===== src/rtl/serial_word_deser_pkg.sv =====
// Shared types and defaults for the serial word deserializer.
// Holds the receive FSM state type, default word width / FIFO depth,
// and the widths of the statistics counters.
package serial_deser_pkg;

   localparam int unsigned DESER_W     = 10;
   localparam int unsigned DESER_DEPTH = 4;
   localparam int unsigned FRAME_CNT_W = 16;
   localparam int unsigned ERR_CNT_W   = 8;

   typedef enum logic [1:0] {
      WAIT_HI,
      WAIT_LO,
      SHIFT
   } deser_state_e;

endpackage


===== src/rtl/serial_word_deser_if.sv =====
// Bus bundle for the deserializer.
// Serial side:   ena_i (high = idle, low = frame), data_i (LSB first).
// Consumer side: word_o / valid_o with ready_i acceptance.
// slave  : deserializer view (receives serial + ready, drives word/valid).
// master : transmitter/consumer view.
interface serial_word_deser_if
   import serial_deser_pkg::*;
#(
   parameter int unsigned W = DESER_W
) ();

   logic         ena_i;
   logic         data_i;
   logic         ready_i;
   logic [W-1:0] word_o;
   logic         valid_o;

   modport slave  (input  ena_i, data_i, ready_i, output word_o, valid_o);
   modport master (output ena_i, data_i, ready_i, input  word_o, valid_o);

endinterface


===== src/rtl/deser_sync_fifo.sv =====
// Synchronous FIFO with registered head-of-queue output.
// Ports:
//   clk_i, rst_i   : clock, asynchronous active-low reset
//   push_i, din_i  : write request / data (write while full is allowed only
//                    together with an effective pop)
//   pop_i          : read request, ignored while empty
//   dout_o         : registered head word
//   full_o, empty_o: status; empty_o is registered alongside dout_o
module deser_sync_fifo #(
   parameter int unsigned WIDTH = 10,
   parameter int unsigned DEPTH = 4
) (
   input  logic             clk_i,
   input  logic             rst_i,
   input  logic             push_i,
   input  logic             pop_i,
   input  logic [WIDTH-1:0] din_i,
   output logic [WIDTH-1:0] dout_o,
   output logic             full_o,
   output logic             empty_o
);

   localparam int unsigned AW = $clog2(DEPTH);

   logic [WIDTH-1:0] mem_q [DEPTH];
   logic [AW:0]      wr_ptr_q, wr_ptr_d;
   logic [AW:0]      rd_ptr_q, rd_ptr_d;
   logic [WIDTH-1:0] dout_q, dout_d;
   logic             empty_q, empty_d;
   logic             do_push, do_pop;

   assign full_o  = (wr_ptr_q[AW] != rd_ptr_q[AW]) &&
                    (wr_ptr_q[AW-1:0] == rd_ptr_q[AW-1:0]);
   assign empty_o = empty_q;
   assign dout_o  = dout_q;

   assign do_pop  = pop_i & ~empty_q;
   assign do_push = push_i & (~full_o | do_pop);

   // The head register is precomputed from the post-edge pointers; a word
   // written into the slot that becomes the head bypasses the memory.
   always_comb begin
      wr_ptr_d = wr_ptr_q + (AW+1)'(do_push);
      rd_ptr_d = rd_ptr_q + (AW+1)'(do_pop);
      empty_d  = (wr_ptr_d == rd_ptr_d);
      dout_d   = dout_q;
      if (!empty_d) begin
         if (do_push && (rd_ptr_d == wr_ptr_q)) begin
            dout_d = din_i;
         end else begin
            dout_d = mem_q[rd_ptr_d[AW-1:0]];
         end
      end
   end

   always_ff @(posedge clk_i or negedge rst_i) begin
      if (!rst_i) begin
         wr_ptr_q <= '0;
         rd_ptr_q <= '0;
         dout_q   <= '0;
         empty_q  <= 1'b1;
      end else begin
         wr_ptr_q <= wr_ptr_d;
         rd_ptr_q <= rd_ptr_d;
         dout_q   <= dout_d;
         empty_q  <= empty_d;
      end
   end

   always_ff @(posedge clk_i) begin
      if (do_push) begin
         mem_q[wr_ptr_q[AW-1:0]] <= din_i;
      end
   end

endmodule


===== src/rtl/serial_word_deser.sv =====
// Serial word deserializer: rebuilds W-bit LSB-first frames framed by a
// low ena_i, buffers them in a FIFO and presents them on a ready/valid bus.
// Ports:
//   clk_i, rst_i : clock, asynchronous active-low reset
//   bus          : serial inputs and consumer handshake (slave modport)
//   overflow_o   : sticky, a complete word was dropped on a full FIFO
//   frame_cnt_o  : words written into the FIFO (wrapping)
//   err_cnt_o    : truncated frames (saturating)
module serial_word_deser
   import serial_deser_pkg::*;
#(
   parameter int unsigned W     = DESER_W,
   parameter int unsigned DEPTH = DESER_DEPTH
) (
   input  logic                   clk_i,
   input  logic                   rst_i,
   serial_word_deser_if.slave     bus,
   output logic                   overflow_o,
   output logic [FRAME_CNT_W-1:0] frame_cnt_o,
   output logic [ERR_CNT_W-1:0]   err_cnt_o
);

   localparam int unsigned CNT_W = $clog2(W);
   localparam logic [CNT_W-1:0] CNT_LAST = CNT_W'(W - 1);

   deser_state_e           state_q;
   logic [CNT_W-1:0]       cnt_q;
   logic [W-2:0]           shreg_q;
   logic [W-1:0]           pword_q;
   logic                   push_q;
   logic [FRAME_CNT_W-1:0] frame_cnt_q;
   logic [ERR_CNT_W-1:0]   err_cnt_q;
   logic                   overflow_q;
   logic                   fifo_full, fifo_empty, pop;

   assign pop         = bus.ready_i & ~fifo_empty;
   assign bus.valid_o = ~fifo_empty;
   assign overflow_o  = overflow_q;
   assign frame_cnt_o = frame_cnt_q;
   assign err_cnt_o   = err_cnt_q;

   // Bits enter at the top and shift right, so after W-1 samples bit 0 sits
   // at shreg_q[0]; the final bit is appended directly as the word MSB.
   always_ff @(posedge clk_i or negedge rst_i) begin
      if (!rst_i) begin
         state_q   <= WAIT_HI;
         cnt_q     <= '0;
         shreg_q   <= '0;
         pword_q   <= '0;
         push_q    <= 1'b0;
         err_cnt_q <= '0;
      end else begin
         push_q <= 1'b0;
         case (state_q)
            WAIT_HI: begin
               if (bus.ena_i) state_q <= WAIT_LO;
            end
            WAIT_LO: begin
               if (!bus.ena_i) begin
                  shreg_q <= {bus.data_i, shreg_q[W-2:1]};
                  cnt_q   <= CNT_W'(1);
                  state_q <= SHIFT;
               end
            end
            SHIFT: begin
               if (bus.ena_i) begin
                  // Truncated frame; the idle-high just seen arms WAIT_LO.
                  if (err_cnt_q != '1) err_cnt_q <= err_cnt_q + ERR_CNT_W'(1);
                  cnt_q   <= '0;
                  state_q <= WAIT_LO;
               end else if (cnt_q == CNT_LAST) begin
                  pword_q <= {bus.data_i, shreg_q};
                  push_q  <= 1'b1;
                  cnt_q   <= '0;
                  state_q <= WAIT_HI;
               end else begin
                  shreg_q <= {bus.data_i, shreg_q[W-2:1]};
                  cnt_q   <= cnt_q + CNT_W'(1);
               end
            end
            default: state_q <= WAIT_HI;
         endcase
      end
   end

   // A push on a full FIFO survives only if a pop frees a slot on that edge.
   always_ff @(posedge clk_i or negedge rst_i) begin
      if (!rst_i) begin
         frame_cnt_q <= '0;
         overflow_q  <= 1'b0;
      end else if (push_q) begin
         if (!fifo_full || pop) begin
            frame_cnt_q <= frame_cnt_q + FRAME_CNT_W'(1);
         end else begin
            overflow_q <= 1'b1;
         end
      end
   end

   deser_sync_fifo #(
      .WIDTH (W),
      .DEPTH (DEPTH)
   ) u_fifo (
      .clk_i   (clk_i),
      .rst_i   (rst_i),
      .push_i  (push_q),
      .pop_i   (pop),
      .din_i   (pword_q),
      .dout_o  (bus.word_o),
      .full_o  (fifo_full),
      .empty_o (fifo_empty)
   );

endmodule


===== src/flat_wrapper.sv =====
// flat-port wrapper written by rule: the top's interface ports become plain ports
module serial_word_deser_flat import serial_deser_pkg::*;
#(
   parameter int unsigned W     = DESER_W,
   parameter int unsigned DEPTH = DESER_DEPTH
)
  (clk_i, rst_i, overflow_o, frame_cnt_o, err_cnt_o, bus_ena_i, bus_data_i, bus_ready_i, bus_word_o, bus_valid_o);
  serial_word_deser_if #(.W(W)) bus_i ();
  input  logic clk_i;
  input  logic rst_i;
  output logic overflow_o;
  output logic [FRAME_CNT_W-1:0] frame_cnt_o;
  output logic [ERR_CNT_W-1:0] err_cnt_o;
  input wire logic [$bits(bus_i.ena_i)-1:0] bus_ena_i;
  input wire logic [$bits(bus_i.data_i)-1:0] bus_data_i;
  input wire logic [$bits(bus_i.ready_i)-1:0] bus_ready_i;
  output wire logic [$bits(bus_i.word_o)-1:0] bus_word_o;
  output wire logic [$bits(bus_i.valid_o)-1:0] bus_valid_o;
  assign bus_i.ena_i = bus_ena_i;
  assign bus_i.data_i = bus_data_i;
  assign bus_i.ready_i = bus_ready_i;
  assign bus_word_o = bus_i.word_o;
  assign bus_valid_o = bus_i.valid_o;
  serial_word_deser #(.W(W), .DEPTH(DEPTH)) u_core (.clk_i(clk_i), .rst_i(rst_i), .bus(bus_i), .overflow_o(overflow_o), .frame_cnt_o(frame_cnt_o), .err_cnt_o(err_cnt_o));
endmodule

===== config.mk =====
export PLATFORM = sky130hd
export DESIGN_NAME = serial_word_deser_flat
export DESIGN_NICKNAME = d
export VERILOG_FILES = /design/src/rtl/serial_word_deser_pkg.sv /design/src/rtl/serial_word_deser_if.sv /design/src/rtl/deser_sync_fifo.sv /design/src/rtl/serial_word_deser.sv /design/src/flat_wrapper.sv
export SDC_FILE = /design/constraint.sdc
export NUM_CORES = 1
export LEC_CHECK = 0
export CORE_ASPECT_RATIO = 1.5
export CORE_MARGIN = 4
export CORE_UTILIZATION = 35
export CTS_CLUSTER_SIZE = 28
export DETAILED_ROUTE_END_ITERATION = 10
export GPL_ROUTABILITY_DRIVEN = 0
export PLACE_DENSITY_LB_ADDON = 0.05
export REMOVE_ABC_BUFFERS = 1
export SYNTH_ARGS = -nofsm -noshare
export SYNTH_HDL_FRONTEND = slang
export SYNTH_SLANG_ARGS = --single-unit

===== constraint.sdc =====
create_clock -name clk_i -period 4 [get_ports clk_i]
set_input_delay 0.8 -clock clk_i [delete_from_list [all_inputs] [get_ports clk_i]]
set_output_delay 0.8 -clock clk_i [all_outputs]
set_load 0.01 [all_outputs]

==> PnR_summary.wiki, run 1 <==
{| class="wikitable"
! Metric !! Value
|-
| Critical path arrival || 3.05 ns
|-
| Share of Yosys cell area claimed by the top area cell type || 36.4%
|-
| Post-Route WL || 9220 microns
|-
| Endpoint required time on the critical path || 4.22 ns
|-
| Library cell occupying the most area in the post-synthesis netlist || sky130_fd_sc_hd__dfrtp_1
|-
| Clock Latency Late Sink || 0.34 ns
|-
| Count of boundary I/O pins || 41
|-
| Hold Path Class || flop to flop
|-
| Area contributors post-synth || sky130_fd_sc_hd__dfrtp_1 36%, sky130_fd_sc_hd__edfxtp_1 26%, sky130_fd_sc_hd__mux2_2 5.1%
|-
| Clock transition at the registers of the reported paths || 0.07 ns
|-
| DRT iter0 DRCs || 83
|-
| Max transition margin || 47.7%
|-
| Standard cell core area || 13000 sq um
|-
| Post-synthesis sequential area ratio || 63.0%
|-
| Flip-flop cell with the highest count after synthesis || sky130_fd_sc_hd__dfrtp_1
|-
| Combinational share of power || 31.0%
|-
| First-pass GRT wire length || 15200 microns
|-
| Number of buffers inserted by port buffering || 40
|-
| Count of different cell masters after synthesis || 45
|-
| Post-route ant nets || 0
|-
| Power per Cell Area || 615 nW/um^2
|-
| Slowest cell on the critical path || sky130_fd_sc_hd__or3_1
|-
| Layout filler cell count || 1233
|-
| Area of the die || 15100 sq um
|-
| RSZ-0062 raised after global routing || no
|-
| Post-synth top cells || 67 x sky130_fd_sc_hd__dfrtp_1, 40 x sky130_fd_sc_hd__edfxtp_1, 21 x sky130_fd_sc_hd__mux2_2
|-
| Largest net degree at the start of global routing || 34
|-
| Global Route Usage Sum || 13.2%
|-
| Non-filler instance count after layout || 532
|-
| Clock Skew || 0.0127 ns
|-
| Floorplan die width || 102 microns
|-
| Maximum VDD drop || 0.000273 V
|-
| Number of antenna violations at the first check in global routing || 0
|-
| Count of antenna diodes in the layout || 0
|-
| CTS H-tree lvls || 3
|-
| Vias in the first global route || 2754
|-
| Cell seen most often among critical-path stages || sky130_fd_sc_hd__ha_1
|-
| Detailed-placement wirelength estimate || 6450 microns
|-
| Post-synth ARST share || 63.0%
|-
| Ys Warns || 0
|-
| Layout cell share with drive strength beyond 1 || 17.2%
|-
| Hold slack final || 0.469 ns
|-
| Synthesized flop and latch total || 108
|-
| Average size of a mapped cell || 14.5 sq um
|-
| Initial core utilization || 35.6%
|-
| Part of the total power dissipated in sequential elements || 42.2%
|-
| Total of max-cap violations || 0
|-
| Clock tree from TritonCTS || yes
|-
| Vias || 2673
|-
| Number of max-slew violations in the final report || 0
|-
| Number of detailed-route iterations in the first pass || 4
|-
| Num CTS Buffers || 9
|-
| Kind of critical path || input pin to flop
|-
| Crit start category || input pin
|-
| Vias per inst || 5.02
|-
| Gate count of the mapped netlist || 318
|-
| Number of enable flip-flop cells after synthesis || 40
|-
| Outcome || finished, final reports clean
|-
| Final clock period utilization by the worst path || 70.7%
|-
| Total negative slack || 0 ns
|-
| Number of core rows || 51
|-
| Buffer type at the clock tree root || sky130_fd_sc_hd__clkbuf_16
|-
| Final Net Count || 381
|-
| Drt drc || 0
|-
| Total of cells resized after clock tree synthesis || 0
|-
| Power dissipated by switching net loads || 0.00103 W
|-
| Ordered cell list for the critical path || clkdlybuf4s50_1 -> nand2b_1 -> inv_1 -> ha_1 -> ha_1 -> xor2_1 -> or3_1 -> o21ai_0 -> a2bb2oi_1
|-
| Count of endpoints failing setup in the final report || 0
|-
| Final hold viol count || 0
|-
| Area added between synthesis and finish || 19.8%
|-
| GRT Residual Overflow || 0
|-
| Cell internal pwr || 0.00236 W
|-
| Leakage power || 2.17 nW
|-
| Post-CTS setup buffers || 0
|-
| Worst-Margin Slew || 0.785 ns
|-
| Floorplan die height || 149 microns
|-
| Deepest clock path buffer count || 2
|-
| Top-count cell post-synth || sky130_fd_sc_hd__dfrtp_1
|-
| Cell Area, Synth || 4610 sq um
|-
| Post-layout minimum cycle time || 2.83 ns
|-
| Number of clock sinks seen by CTS || 108
|-
| Hold bufs inserted after CTS || 0
|-
| Clk pwr share || 26.7%
|-
| Switching power as a share of total power || 30.4%
|-
| Highest clock rate || 354 MHz
|-
| Delay contributed by the slowest stage of the critical path || 0.50 ns
|-
| Average wire per cell in the routed design || 17.3 microns
|-
| Type of element capturing the critical path || flop
|-
| Final cell utilization of the core || 42.6%
|-
| Largest fanout on the critical path || 10
|-
| Number of cells in the design after placement || 516
|}
## critical path, delay by kind of cell
kind / cells / cell delay, ns
XOR/XNOR: 1 / 0.23
buffers and inverters: 2 / 0.46
adder cells (fa/ha/maj): 2 / 0.59
AND/OR/NAND/NOR: 2 / 0.61
AO/OA/AOI/OAI: 2 / 0.36
## flip-flops by register name, indices dropped and copies added (netlist names), 2 cells and up
name	cells
u_core.u_fifo.rd_ptr_q	3
u_core.pword_q	10
u_core.state_q	2
u_core.frame_cnt_o	16
u_core.u_fifo.dout_o	10
u_core.shreg_q	9
u_core.cnt_q	4
u_core.u_fifo.wr_ptr_q	3
u_core.u_fifo.mem_q	40
u_core.err_cnt_o	8
## cells in the final DEF (no fill, tap or decap), types with 3 or more instances in the layout
master / netlist / final
sky130_fd_sc_hd__clkdlybuf4s50_1: 0 / 39
sky130_fd_sc_hd__nor4_1: 3 / 3
sky130_fd_sc_hd__nor2_1: 8 / 8
sky130_fd_sc_hd__mux4_2: 10 / 10
sky130_fd_sc_hd__dfrtp_1: 67 / 67
sky130_fd_sc_hd__nand3_1: 9 / 9
sky130_fd_sc_hd__a2bb2oi_1: 10 / 10
sky130_fd_sc_hd__mux2_2: 21 / 21
sky130_fd_sc_hd__and3_1: 3 / 3
sky130_fd_sc_hd__clkbuf_16: 0 / 9
sky130_fd_sc_hd__edfxtp_1: 40 / 40
sky130_fd_sc_hd__o21ai_0: 12 / 12
sky130_fd_sc_hd__buf_4: 2 / 11
sky130_fd_sc_hd__a32oi_1: 12 / 12
sky130_fd_sc_hd__nor3_1: 8 / 8
sky130_fd_sc_hd__nand2_1: 17 / 17
sky130_fd_sc_hd__nand2b_1: 4 / 4
sky130_fd_sc_hd__ha_1: 8 / 8
sky130_fd_sc_hd__inv_1: 12 / 12
sky130_fd_sc_hd__nand4_1: 6 / 6
sky130_fd_sc_hd__xor2_1: 19 / 19
sky130_fd_sc_hd__xnor2_1: 13 / 13
## final cells by class
type | count | area (sq um) | area share [%]
Inverter | 12 | 45.0 | 0.816
Clock buffer | 11 | 243 | 4.40
Clock inverter | 5 | 60.1 | 1.09
Timing Repair Buffer | 51 | 478 | 8.66
Multi-Input combinational cell | 186 | 1590 | 28.8
Tap cell | 159 | 199 | 3.60
Sequential cell | 108 | 2900 | 52.6
## per-layer routing
layer | wire (microns) | global-route usage [%]
met5 | 0 | 0
met2 | 4560 | 20.9
met4 | 140 | 4.39
met3 | 314 | 2.39
met1 | 4200 | 18.2
## power by group through the flow
stage          logic, W  clock network [W]  registers, W
3_3_place_gp    0.00106                  0       0.00146
2_1_floorplan  0.000650                  0       0.00145
4_1_cts         0.00107           0.000935       0.00144
5_1_grt         0.00115           0.000995       0.00146
3_5_place_dp    0.00107                  0       0.00146
6_report        0.00105           0.000907       0.00143
## path summary, 6_finish.rpt
check	start	endpoint	slack [ns]	cells after the start
worst max-delay path	bus_ready_i	u_core.u_fifo.dout_o[2]	1.17	9
worst min-delay path	u_core.frame_cnt_o[15]	u_core.frame_cnt_o[15]	0.47	1
worst max register to register	u_core.u_fifo.wr_ptr_q[1]	u_core.u_fifo.dout_o[4]	1.41	10
worst min register to register	u_core.frame_cnt_o[15]	u_core.frame_cnt_o[15]	0.47	1
max in group asynchronous	rst_i	u_core.pword_q[1]	2.62	2
min in group asynchronous	rst_i	u_core.u_fifo.dout_o[8]	0.54	1
## per-stage QoR
step,instance area [sq um],setup slack (ns),power [W]
finish,5520,1.17,0.00339
global route,5520,0.989,0.00361
floorplan,4540,0.518,0.00210
detailed placement,5220,0.783,0.00253
CTS,5520,1.14,0.00345
global placement,5220,0.743,0.00251
## cell families after synthesis
family | share of synthesized area, %
flops | 63.0
simple gates | 8.07
compound gates | 7.25
xor+xnor | 6.60
mux | 10.5
buf+inv | 2.42
fa+ha+maj | 2.17
(Power assumes the default switching activity.)
==> inputs of run 2 (changes only) <==
==> constraint.sdc (replaced) <==
create_clock -name clk_i -period 2.4 [get_ports clk_i]
set_input_delay 0.48 -clock clk_i [delete_from_list [all_inputs] [get_ports clk_i]]
set_output_delay 0.48 -clock clk_i [all_outputs]
set_load 0.01 [all_outputs]
==> run 2 against run 1 <==
Design area rose by 4.5%. Flip-flop and latch count did not move. Global-route usage rose by 0.28 points. Worst hold slack got worse by 0.32 ns. First-iteration DRC count rose by 30%. Clock skew fell by 0.0055 ns. Sequential share of layout area fell by 2.3 points. Setup slack got worse by 1.1 ns. Routed wire length rose by 6.0%. Clock-buffer cell count fell by 2. Via count rose by 5.2%. Critical endpoint is now u_core.u_fifo.dout_o[5]. Highest routed layer unchanged.
==> PnR_summary.wiki, run 2 (same netlist as run 1, synthesis figures left out) <==
{| class="wikitable"
! Metric !! Value
|-
| Number of cells in the design after placement || 529 (was 516)
|-
| Most common cell after layout, fill and taps aside || sky130_fd_sc_hd__dfrtp_1 (unchanged)
|-
| Clock transition at the registers of the reported paths || 0.08 ns (was 0.07 ns)
|-
| First-pass GRT wire length || 15400 microns (was 15200 microns)
|-
| Post-Route WL || 9770 microns (was 9220 microns)
|-
| Hold Path Class || input pin to asynchronous set/reset pin (was flop to flop)
|-
| Clock Skew || 0.00718 ns (was 0.0127 ns)
|-
| Family with the most delay on the worst path || buffers and inverters (was simple AND/OR/NAND/NOR gates)
|-
| Layout cell share with drive strength beyond 1 || 24.1% (was 17.2%)
|-
| Detailed-placement wirelength estimate || 6230 microns (was 6450 microns)
|-
| Non-filler instance count after layout || 549 (was 532)
|-
| Endpoint required time on the critical path || 2.62 ns (was 4.22 ns)
|-
| Num CTS Buffers || 9 (unchanged)
|-
| Power per Cell Area || 1050 nW/um^2 (was 615 nW/um^2)
|-
| GRT Residual Overflow || 0 (unchanged)
|-
| Post-route ant nets || 0 (unchanged)
|-
| Power dissipated by switching net loads || 0.00191 W (was 0.00103 W)
|-
| Max transition margin || 55.6% (was 47.7%)
|-
| Crit start category || input pin (unchanged)
|-
| Count of boundary I/O pins || 41 (unchanged)
|-
| Number of antenna violations at the first check in global routing || 0 (unchanged)
|-
| Final clock period utilization by the worst path || 96.3%
|-
| Post-route setup slack || 0.0882 ns (was 1.17 ns)
|-
| Crit path buffers/inverters || 4 (was 2)
|-
| Cell seen most often among critical-path stages || sky130_fd_sc_hd__buf_4 (was sky130_fd_sc_hd__ha_1)
|-
| Hold bufs inserted after CTS || 0 (unchanged)
|-
| Deepest clock path buffer count || 2 (unchanged)
|-
| Type of element capturing the critical path || flop (unchanged)
|-
| Number of detailed-route iterations in the first pass || 4 (unchanged)
|-
| Average wire per cell in the routed design || 17.8 microns (was 17.3 microns)
|-
| Count of endpoints failing setup in the final report || 0 (unchanged)
|-
| Layout filler cell count || 1202 (was 1233)
|-
| Buffer type at the clock tree root || sky130_fd_sc_hd__clkbuf_16 (unchanged)
|-
| Area added between synthesis and finish || 25.2% (was 19.8%)
|-
| Number of clock sinks seen by CTS || 108 (unchanged)
|-
| Total of max-cap violations || 0 (unchanged)
|-
| Largest fanout on the critical path || 9 (was 10)
|-
| Part of the total power dissipated in sequential elements || 39.6% (was 42.2%)
|-
| Clock tree from TritonCTS || yes (unchanged)
|-
| Maximum VDD drop || 0.000374 V (was 0.000273 V)
|-
| Kind of critical path || input pin to flop (unchanged)
|-
| Global Route Usage Sum || 13.4% (was 13.2%)
|-
| Final hold viol count || 0 (unchanged)
|-
| Post-DP Area || 5350 sq um (was 5220 sq um)
|-
| Ordered cell list for the critical path || clkdlybuf4s50_1 -> nand2b_4 -> a41o_1 -> inv_1 -> ha_1 -> ha_2 -> xnor2_2 -> xor2_1 -> buf_4 -> nand2_1 -> buf_4 -> a2bb2oi_1 (was clkdlybuf4s50_1 -> nand2b_1 -> inv_1 -> ha_1 -> ha_1 -> xor2_1 -> or3_1 -> o21ai_0 -> a2bb2oi_1)
|-
| Final Net Count || 398 (was 381)
|-
| Commonest cells after routing, fill and taps aside || 67 x sky130_fd_sc_hd__dfrtp_1, 40 x sky130_fd_sc_hd__edfxtp_1, 39 x sky130_fd_sc_hd__clkdlybuf4s50_1, 23 x sky130_fd_sc_hd__buf_4, 21 x sky130_fd_sc_hd__mux2_2 (was 67 x sky130_fd_sc_hd__dfrtp_1, 40 x sky130_fd_sc_hd__edfxtp_1, 39 x sky130_fd_sc_hd__clkdlybuf4s50_1, 21 x sky130_fd_sc_hd__mux2_2, 19 x sky130_fd_sc_hd__xor2_1)
|-
| Vias in the first global route || 2879 (was 2754)
|-
| DRT iter0 DRCs || 108 (was 83)
|-
| Outcome || finished, final reports clean (unchanged)
|-
| Floorplan die height || 149 microns (unchanged)
|-
| Largest net degree at the start of global routing || 69 (was 34)
|-
| Delay contributed by the slowest stage of the critical path || 0.50 ns (about the same)
|-
| CTS H-tree lvls || 3 (unchanged)
|-
| Number of buffers inserted by port buffering || 40 (unchanged)
|-
| Number of core rows || 51 (unchanged)
|-
| Critical path arrival || 2.53 ns (was 3.05 ns)
|-
| Start of the worst register-to-register path || u_core.u_fifo.empty_o (was u_core.u_fifo.wr_ptr_q[1])
|-
| Initial core utilization || 35.6% (unchanged)
|-
| Area of the die || 15100 sq um (unchanged)
|-
| Switching power as a share of total power || 31.6% (was 30.4%)
|-
| Pre-CTS setup slack || -0.300 ns (was 0.783 ns)
|-
| Post-layout minimum cycle time || 2.31 ns
|-
| Highest clock rate || 433 MHz
|-
| Count of antenna diodes in the layout || 0 (unchanged)
|-
| Final non-filler cell area || 5770 sq um (was 5520 sq um)
|-
| Largest register FFs || 40 (unchanged)
|-
| Number of max-slew violations in the final report || 0 (unchanged)
|-
| Clock Latency Late Sink || 0.34 ns (about the same)
|-
| Standard cell core area || 13000 sq um (unchanged)
|-
| Leakage power || 2.30 nW (was 2.17 nW)
|-
| Vias || 2812 (was 2673)
|-
| Worst setup path startpoint || bus_ready_i (unchanged)
|-
| Worst-Margin Slew || 0.665 ns (was 0.785 ns)
|-
| Drt drc || 0 (unchanged)
|-
| Slowest cell on the critical path || sky130_fd_sc_hd__clkdlybuf4s50_1 (was sky130_fd_sc_hd__or3_1)
|-
| Clk pwr share || 25.6% (was 26.7%)
|-
| Vias per inst || 5.12 (was 5.02)
|-
| Floorplan die width || 102 microns (unchanged)
|-
| Combinational share of power || 34.9% (was 31.0%)
|-
| Cell internal pwr || 0.00414 W (was 0.00236 W)
|}
-- run 2: worst paths after layout --
kind	slack [ns]	cells past startpoint	endpoint
max	0.09	12	u_core.u_fifo.dout_o[5]
min	0.15	2	u_core.u_fifo.dout_o[8]
max reg2reg	0.13	11	u_core.u_fifo.dout_o[5]
min reg2reg	0.47	1	u_core.frame_cnt_o[15]
max in group asynchronous	1.92	2	u_core.u_fifo.empty_o
min in group clk_i	0.47	1	u_core.frame_cnt_o[15]
-- run 2: area by class of cell --
cell class	count	area, sq um	share of cell area (%)
Multi-Input combinational cell	186	1670	28.9
Tap cell	159	199	3.45
Sequential cell	108	2900	50.3
Clock buffer	9	225	3.90
Inverter	12	45.0	0.781
Timing Repair Buffer	68	644	11.2
Clock inverter	7	82.6	1.43
-- run 2: layer usage --
layer | up-vias | share of wire [%] | wire length (microns) | track usage [%]
met5 | - | 0 | 0 | 0
met4 | 0 | 1.1 | 109 | 4.59
met3 | 6 | 3.8 | 371 | 2.72
met2 | 60 | 53 | 5210 | 23.0
met1 | 1423 | 42 | 4070 | 16.7
li1 | 1323 | - | - | -
-- run 2: power by group through the flow --
| stage | sequential, W | combinational [W] | clock, W |
|---|---|---|---|
| after floorplan | 0.00242 | 0.00108 | 0 |
| after global placement | 0.00242 | 0.00192 | 0 |
| after detailed placement | 0.00242 | 0.00195 | 0 |
| after CTS | 0.00239 | 0.00198 | 0.00160 |
| after global routing | 0.00243 | 0.00228 | 0.00168 |
| final | 0.00239 | 0.00211 | 0.00155 |
-- run 2: timing repair --
item / in CTS / in global routing
gates cloned: 0 / 1
pin swaps: 0 / 5
endpoints found under the setup margin: 1 / 10
buffers inserted: 0 / 3
gates resized for setup: 1 / 14
-- run 2: per-stage QoR --
step	hold WS, ns	TNS, ns	util [%]	total power, W
after floorplan	0.184	-9.25	-	0.00350
after global placement	0.457	-2.61	41.3	0.00435
after detailed placement	0.466	-2.86	41.3	0.00437
after CTS	0.164	0	43.7	0.00597
after global routing	0.180	-0.0284	44.5	0.00639
final	0.153	0	44.5	0.00605
